<file path="src/rtl/sym_vn_pkg.sv">
// Shared definitions for the symmetric 3-bit VN lookup-table datapath.
//   VN_DATA_W   : width of one quantised LUT entry
//   VN_PAGE_NUM : number of pages written per table load
//   VN_ADDR_W   : page address width
//   vn_ld_state_e : states of the LUT write-side loader
package sym_vn_pkg;

  localparam int VN_DATA_W   = 3;
  localparam int VN_PAGE_NUM = 32;
  localparam int VN_ADDR_W   = 5;

  typedef enum logic [1:0] {
    VN_LD_IDLE = 2'd0,
    VN_LD_LOAD = 2'd1,
    VN_LD_DONE = 2'd2
  } vn_ld_state_e;

endpackage

</file>
<file path="src/rtl/sym_vn_lut_loader.sv">
// Write-side sequencer for the symmetric VN lookup table.
// Accepts PAGE_NUM entries over a valid/ready handshake after load_start and
// writes each one, one cycle after acceptance, to both table replicates at
// the same page address.
// Ports:
//   write_clk, rst                 : clock, synchronous active-high reset
//   load_start                     : single-cycle request to start a load
//   lut_valid, lut_data, lut_ready : upstream entry handshake (page order)
//   lut_in_bank0_replicate_0/1     : write data, replicates 0 and 1
//   page_write_addr_replicate_0/1  : write page address, replicates 0 and 1
//   write_addr_offset_replicate_0/1: legacy offset, tied to 0
//   we                             : write enable for both replicates
//   busy                           : load in progress (LOAD or DONE)
//   load_done                      : one-cycle pulse with the last page write
module sym_vn_lut_loader
  import sym_vn_pkg::*;
#(
  parameter int PAGE_NUM = VN_PAGE_NUM,
  parameter int ADDR_W   = VN_ADDR_W,
  parameter int DATA_W   = VN_DATA_W
) (
  input  logic              write_clk,
  input  logic              rst,
  input  logic              load_start,
  input  logic              lut_valid,
  input  logic [DATA_W-1:0] lut_data,
  output logic              lut_ready,
  output logic [DATA_W-1:0] lut_in_bank0_replicate_0,
  output logic [ADDR_W-1:0] page_write_addr_replicate_0,
  output logic              write_addr_offset_replicate_0,
  output logic [DATA_W-1:0] lut_in_bank0_replicate_1,
  output logic [ADDR_W-1:0] page_write_addr_replicate_1,
  output logic              write_addr_offset_replicate_1,
  output logic              we,
  output logic              busy,
  output logic              load_done
);

  localparam logic [ADDR_W-1:0] LAST_PAGE = ADDR_W'(PAGE_NUM - 1);

  vn_ld_state_e      state_q, state_d;
  logic [ADDR_W-1:0] page_cnt_q, page_cnt_d;
  logic              we_q, we_d;
  logic [DATA_W-1:0] data_q, data_d;
  logic [ADDR_W-1:0] addr_q, addr_d;
  logic              accept;

  assign lut_ready = (state_q == VN_LD_LOAD);
  assign accept    = lut_valid && lut_ready;

  always_comb begin
    state_d    = state_q;
    page_cnt_d = page_cnt_q;
    we_d       = 1'b0;
    data_d     = data_q;
    addr_d     = addr_q;
    case (state_q)
      VN_LD_IDLE: begin
        if (load_start) begin
          state_d    = VN_LD_LOAD;
          page_cnt_d = '0;
        end
      end
      VN_LD_LOAD: begin
        if (accept) begin
          we_d   = 1'b1;
          data_d = lut_data;
          addr_d = page_cnt_q;
          // Leave at the last page instead of incrementing, so the counter
          // never wraps and never issues an address beyond PAGE_NUM-1.
          if (page_cnt_q == LAST_PAGE) begin
            state_d = VN_LD_DONE;
          end else begin
            page_cnt_d = page_cnt_q + 1'b1;
          end
        end
      end
      VN_LD_DONE: begin
        state_d = VN_LD_IDLE;
      end
      default: begin
        state_d = VN_LD_IDLE;
      end
    endcase
  end

  // Data/address registers are reset too: after rst every output must read 0.
  always_ff @(posedge write_clk) begin
    if (rst) begin
      state_q    <= VN_LD_IDLE;
      page_cnt_q <= '0;
      we_q       <= 1'b0;
      data_q     <= '0;
      addr_q     <= '0;
    end else begin
      state_q    <= state_d;
      page_cnt_q <= page_cnt_d;
      we_q       <= we_d;
      data_q     <= data_d;
      addr_q     <= addr_d;
    end
  end

  // Both replicates are fed from the same registers so they can never diverge.
  assign lut_in_bank0_replicate_0      = data_q;
  assign lut_in_bank0_replicate_1      = data_q;
  assign page_write_addr_replicate_0   = addr_q;
  assign page_write_addr_replicate_1   = addr_q;
  assign write_addr_offset_replicate_0 = 1'b0;
  assign write_addr_offset_replicate_1 = 1'b0;
  assign we                            = we_q;
  assign busy                          = (state_q != VN_LD_IDLE);
  assign load_done                     = (state_q == VN_LD_DONE);

endmodule

</file>
<file path="config.mk">
export PLATFORM = sky130hd
export DESIGN_NAME = sym_vn_lut_loader
export DESIGN_NICKNAME = d
export VERILOG_FILES = /design/src/rtl/sym_vn_pkg.sv /design/src/rtl/sym_vn_lut_loader.sv
export SDC_FILE = /design/constraint.sdc
export NUM_CORES = 1
export LEC_CHECK = 0
export BUFFER_PORTS_ARGS = -buffer_cell sky130_fd_sc_hd__buf_2
export CAP_MARGIN = 10
export CORE_UTILIZATION = 42
export CTS_CLUSTER_SIZE = 40
export DETAILED_ROUTE_END_ITERATION = 16
export PLACE_DENSITY_LB_ADDON = 0.08
export SETUP_SLACK_MARGIN = 0.4
export SKIP_CTS_REPAIR_TIMING = 1
export SYNTH_ARGS = -nofsm -noshare
export SYNTH_HDL_FRONTEND = slang
export SYNTH_SLANG_ARGS = --single-unit
export TNS_END_PERCENT = 1
</file>
<file path="constraint.sdc">
create_clock -name write_clk -period 1.8 [get_ports write_clk]
set_input_delay 0.18 -clock write_clk [delete_from_list [all_inputs] [get_ports write_clk]]
set_output_delay 0.18 -clock write_clk [all_outputs]
set_load 0.05 [all_outputs]
</file>
-- Yosys cells after proc, flatten, opt, wreduce, memory -nomap -nowiden
Index checks and enable logic that the tools add are counted.
- equal/unequal tests: 7
- add/sub/neg operators: 1
- bitwise operators: 1
- muxes and demuxes: 9
- reduce and logical (&&, ||, !) cells: 8
- operators by type and width (operator ; number):
    $mux 5 ; 3
    $pmux 5 s2 ; 1
    $mux 2 ; 3
    $add 5x1->5 const B ; 1
    $eq 5x5->1 const B ; 1
    $ne 2x1->1 const B ; 2
    $ne 2x2->1 const B ; 2
    $pmux 2 s2 ; 1
    $reduce_and 4->1 ; 1
    $reduce_bool 2->1 ; 2
    $reduce_and 3->1 ; 1
    $eq 2x1->1 const B ; 1
    $eq 2x2->1 const B ; 1
    $logic_not 2->1 ; 1
    $reduce_and 2->1 ; 1
    $reduce_or 2->1 ; 1
    $logic_and 1x1->1 ; 1
    $mux 1 ; 1
    $not 1->1 ; 1
- input bits: 7
- output and inout bits: 22
- register bits: 16

-- Depth between registers and ports, before layout
- depth after elaboration: 4
- mapped depth: 6
- depth with buffers taken out: 6

-- Least setup slack after synthesis
No wires, ideal clock.
- path kind: register -> register
- from: reg page_cnt_q[0]
- to: reg page_cnt_q[3]
- stages on the path, launching flop included: 7
- path slack: 0.058 ns
- required time: 1.712 ns
- period minus slack after synthesis: 1.742 ns
- data arrival time: 1.654 ns
- path through: dfxtp_1 ha_1 and3_1 ha_1 and4bb_4 a41oi_2 a311oi_2
- word-level cells in the longest chain between the ends: 4
- elaborated cells between the ends (all ways): 7
- ends and longest elaborated chain (item ; RTL line ; source):
    start, declared ; sym_vn_lut_loader.sv:42 ; logic [ADDR_W-1:0] page_cnt_q, page_cnt_d;
    start signal, assigned ; sym_vn_lut_loader.sv:97 ; page_cnt_q <= page_cnt_d;
    $add 5x1->5 ; sym_vn_lut_loader.sv:74 ; page_cnt_d = page_cnt_q + 1'b1;
    $mux 5 ; sym_vn_lut_loader.sv:71 ; if (page_cnt_q == LAST_PAGE) begin
    $mux 5 ; sym_vn_lut_loader.sv:65 ; if (accept) begin
    $pmux 5 s2 ; sym_vn_lut_loader.sv:57 ; case (state_q)
Parallel ways exist; a longest one is shown, timed or not. The select of a mux whose other input is x is not followed.
A chain may end at the register's enable or synchronous reset.

-- Final worst setup path
- from: reg page_cnt_q[0]
- to: reg page_cnt_q[1]
The elaborated chain is that of the path after synthesis.

==> metrics.txt <==
GRT met1 Usage=19.2%; outcome=completed; total power=0.664 mW; Max Freq=0.608 GHz; I/O Buffers=26; clock latency at the later pin of the worst-skew pair=280 ps; synthesized area per cell=9.30 um2; CTS Root Cell=clkbuf_4; post-detail-place hpwl=984 um; Final Cycle Share=91.4%; Num CTS Buffers=3; CP Cell Sequence=ha_4 > and3_4 > ha_4 > and4bb_4 > buf_4 > nand3b_1 > a21oi_1; Synth Area in XOR/XNOR=0%; remaining antenna violation count after routing=0; largest family of logic cells by synthesized area=simple AND/OR/NAND/NOR gates; Avg WL per Cell=11.6 um; H-tree levels=1; clock slew seen by the registers of the worst setup and hold paths=90 ps; Final #Nets=116; Via density=5.00; Setup CP Type=reg2reg; Area after DPL=867 um2; DIE HEIGHT=44.9 um; I/O pins=29; ANT cells=0; global route hottest layer=met2; Die X=44.9 um; Yosys top cell by area=dfxtp_1; Final TNS setup=0 ps; clk sinks=16; die area=2010 um2; cell leakage power=0.437 nW; Synth Area in Compound Gates=13.1%; final cell count without fillers=130; num rows=15; CTS tree=built; Iteration-0 DRC Markers=9; Distinct cells, synth=28; Simple-Gate Fraction of Synth Area=24.0%; RSZ-0062 raised after global routing=yes; first-pass GRT wire length=2170 um; Arr. time, crit path=1810 ps; Fillers=172; final non-filler cell area=956 um2; grt met3 use=3.60%; Worst Hold Class=in2reg; Mapped Area=772 um2; CTS Buffer Depth=2; adder-cell share of the synthesized area=3.24%; CP Max Fanout=6; CP dominant cell by count=ha_4; max-cap viol count=0; VDD IR max=0.462 mV; minimum clock period=1650 ps; Slowest-stage cell, CP=and4bb_4; crit start category=register; Inst Count DP=122; area grow syn2layout=23.8%; cell count after synthesis=83; Hold Vio Cnt, Final=0; First-pass DRT Iterations=4; GRT overflow=0; GR met2 Demand/Resource=23.5%; mux share of post-synthesis cell area=3.89%; max incr delay on CP=380 ps; top-area cell type share of the netlist area=41.5%; Max Slew Vio Count=0; initial antenna violation count=0; YS warnings=0; Seq/Total Area, Yosys=41.5%; largest net degree at the start of global routing=16; Seq cells post-synth=16; total track usage=16.0%; skew final=5.40 ps; Total Wirelength=1510 um; Post-Route Utilization=55.4%; Vias=650; Initial Util=44.7%; core area=1730 um2; share of cells above drive strength 1=46.7%; DRC=0; Placer Congestion=0.812; Critical Path RT=1960 ps; top cells by area, synth=dfxtp_1 41%, buf_4 13%, a21oi_1 5.2%; vias in the first global route=491; critical path endpoint category=register; P per Cell Area=695 nW/um2; setup violators final=0
per-layer routing:
layer	wire [um]	vias to the layer above
li1	-	325
met1	716	297
met2	672	24
met3	81	4
met4	41	0
met5	0	-
placed cells by master (no fill, tap or decap):
cell and count:
a211oi_1 1, a21oi_1 7, a21oi_2 1, a311oi_2 2, a41oi_2 1, and2_1 1
and2b_1 1, and3_4 1, and4bb_4 1, buf_2 26, buf_4 7, clkbuf_4 3
conb_1 2, dfxtp_1 14, dfxtp_4 2, ha_4 2, mux2i_1 3, nand2_1 6
nand2b_1 1, nand3_1 7, nand3b_1 3, nand4b_1 2, nor2_1 5, nor2b_2 1
nor3_1 1, o21ai_0 1, o21ai_2 1, or2_2 1, or3b_1 1
critical path, delay by kind of cell (launching register included):
family | cells | cell delay (ps)
DFF | 1 | 370
and+or+nand+nor | 3 | 650
buffers and inverters | 1 | 120
adders and majority gates | 2 | 330
AOI/OAI and AO/OA | 1 | 60
where the power goes:
group          internal (mW)  leakage, nW  switching [mW]
sequential             0.359        0.131         0.00813
combinational         0.0325        0.292          0.0809
clock                 0.0777       0.0138           0.106
total                  0.469        0.437           0.195
sequential cells by signal (all words and copies together) (netlist names):
| name | flops |
|---|---|
| lut_in_bank0_replicate_0 | 3 |
| page_cnt_q | 5 |
| page_write_addr_replicate_0 | 5 |
| state_q | 2 |
| we | 1 |
through the flow:
stage / worst slack (ps) / hold slack [ps]
2_1_floorplan: 274 / 245
3_3_place_gp: 220 / 433
3_5_place_dp: 187 / 442
4_1_cts: 169 / 126
5_1_grt: 111 / 146
6_report: 154 / 136
layout make-up:
class	instances	area (um2)	share of cell area, %
flip-flops and latches	16	328	34.3
clock buffers	3	22.5	2.36
repair buffers	33	183	19.1
multi-input cells	53	392	41.0
well taps	25	31.3	3.27
synth_stat cells:
master	instances
a211oi_1	1
and3_1	1
nand3_1	7
nand4b_1	2
and2b_1	1
ha_1	2
or2_2	1
a311oi_2	1
nand3b_1	3
a41oi_2	1
mux2i_1	3
o21ai_0	1
o21ai_2	1
buf_4	13
buf_2	1
nand2b_1	1
and2_1	1
nor2_1	5
or3b_1	1
nor3_1	1
conb_1	1
clkbuf_1	1
nand2_1	6
and4bb_4	1
a311oi_1	1
nor2b_1	1
a21oi_1	8
dfxtp_1	16
final timing paths:
path | startpoint | endpoint | slack (ps) | cells after the start
max reg2reg | page_cnt_q[0] | page_cnt_q[1] | 150 | 7
min reg2reg | page_write_addr_replicate_0[4] | page_write_addr_replicate_0[4] | 460 | 2
min | lut_data[1] | lut_in_bank0_replicate_0[1] | 140 | 3
max | page_cnt_q[0] | page_cnt_q[1] | 150 | 7
cell families after synthesis:
kind of cell / after synthesis
multiplexers: 3
adder cells (fa/ha/maj): 2
AO/OA/AOI/OAI: 14
flip-flops: 16
other: 1
buffers and inverters: 15
AND/OR/NAND/NOR: 32
No activity file was read; power rests on OpenSTA's default activity.
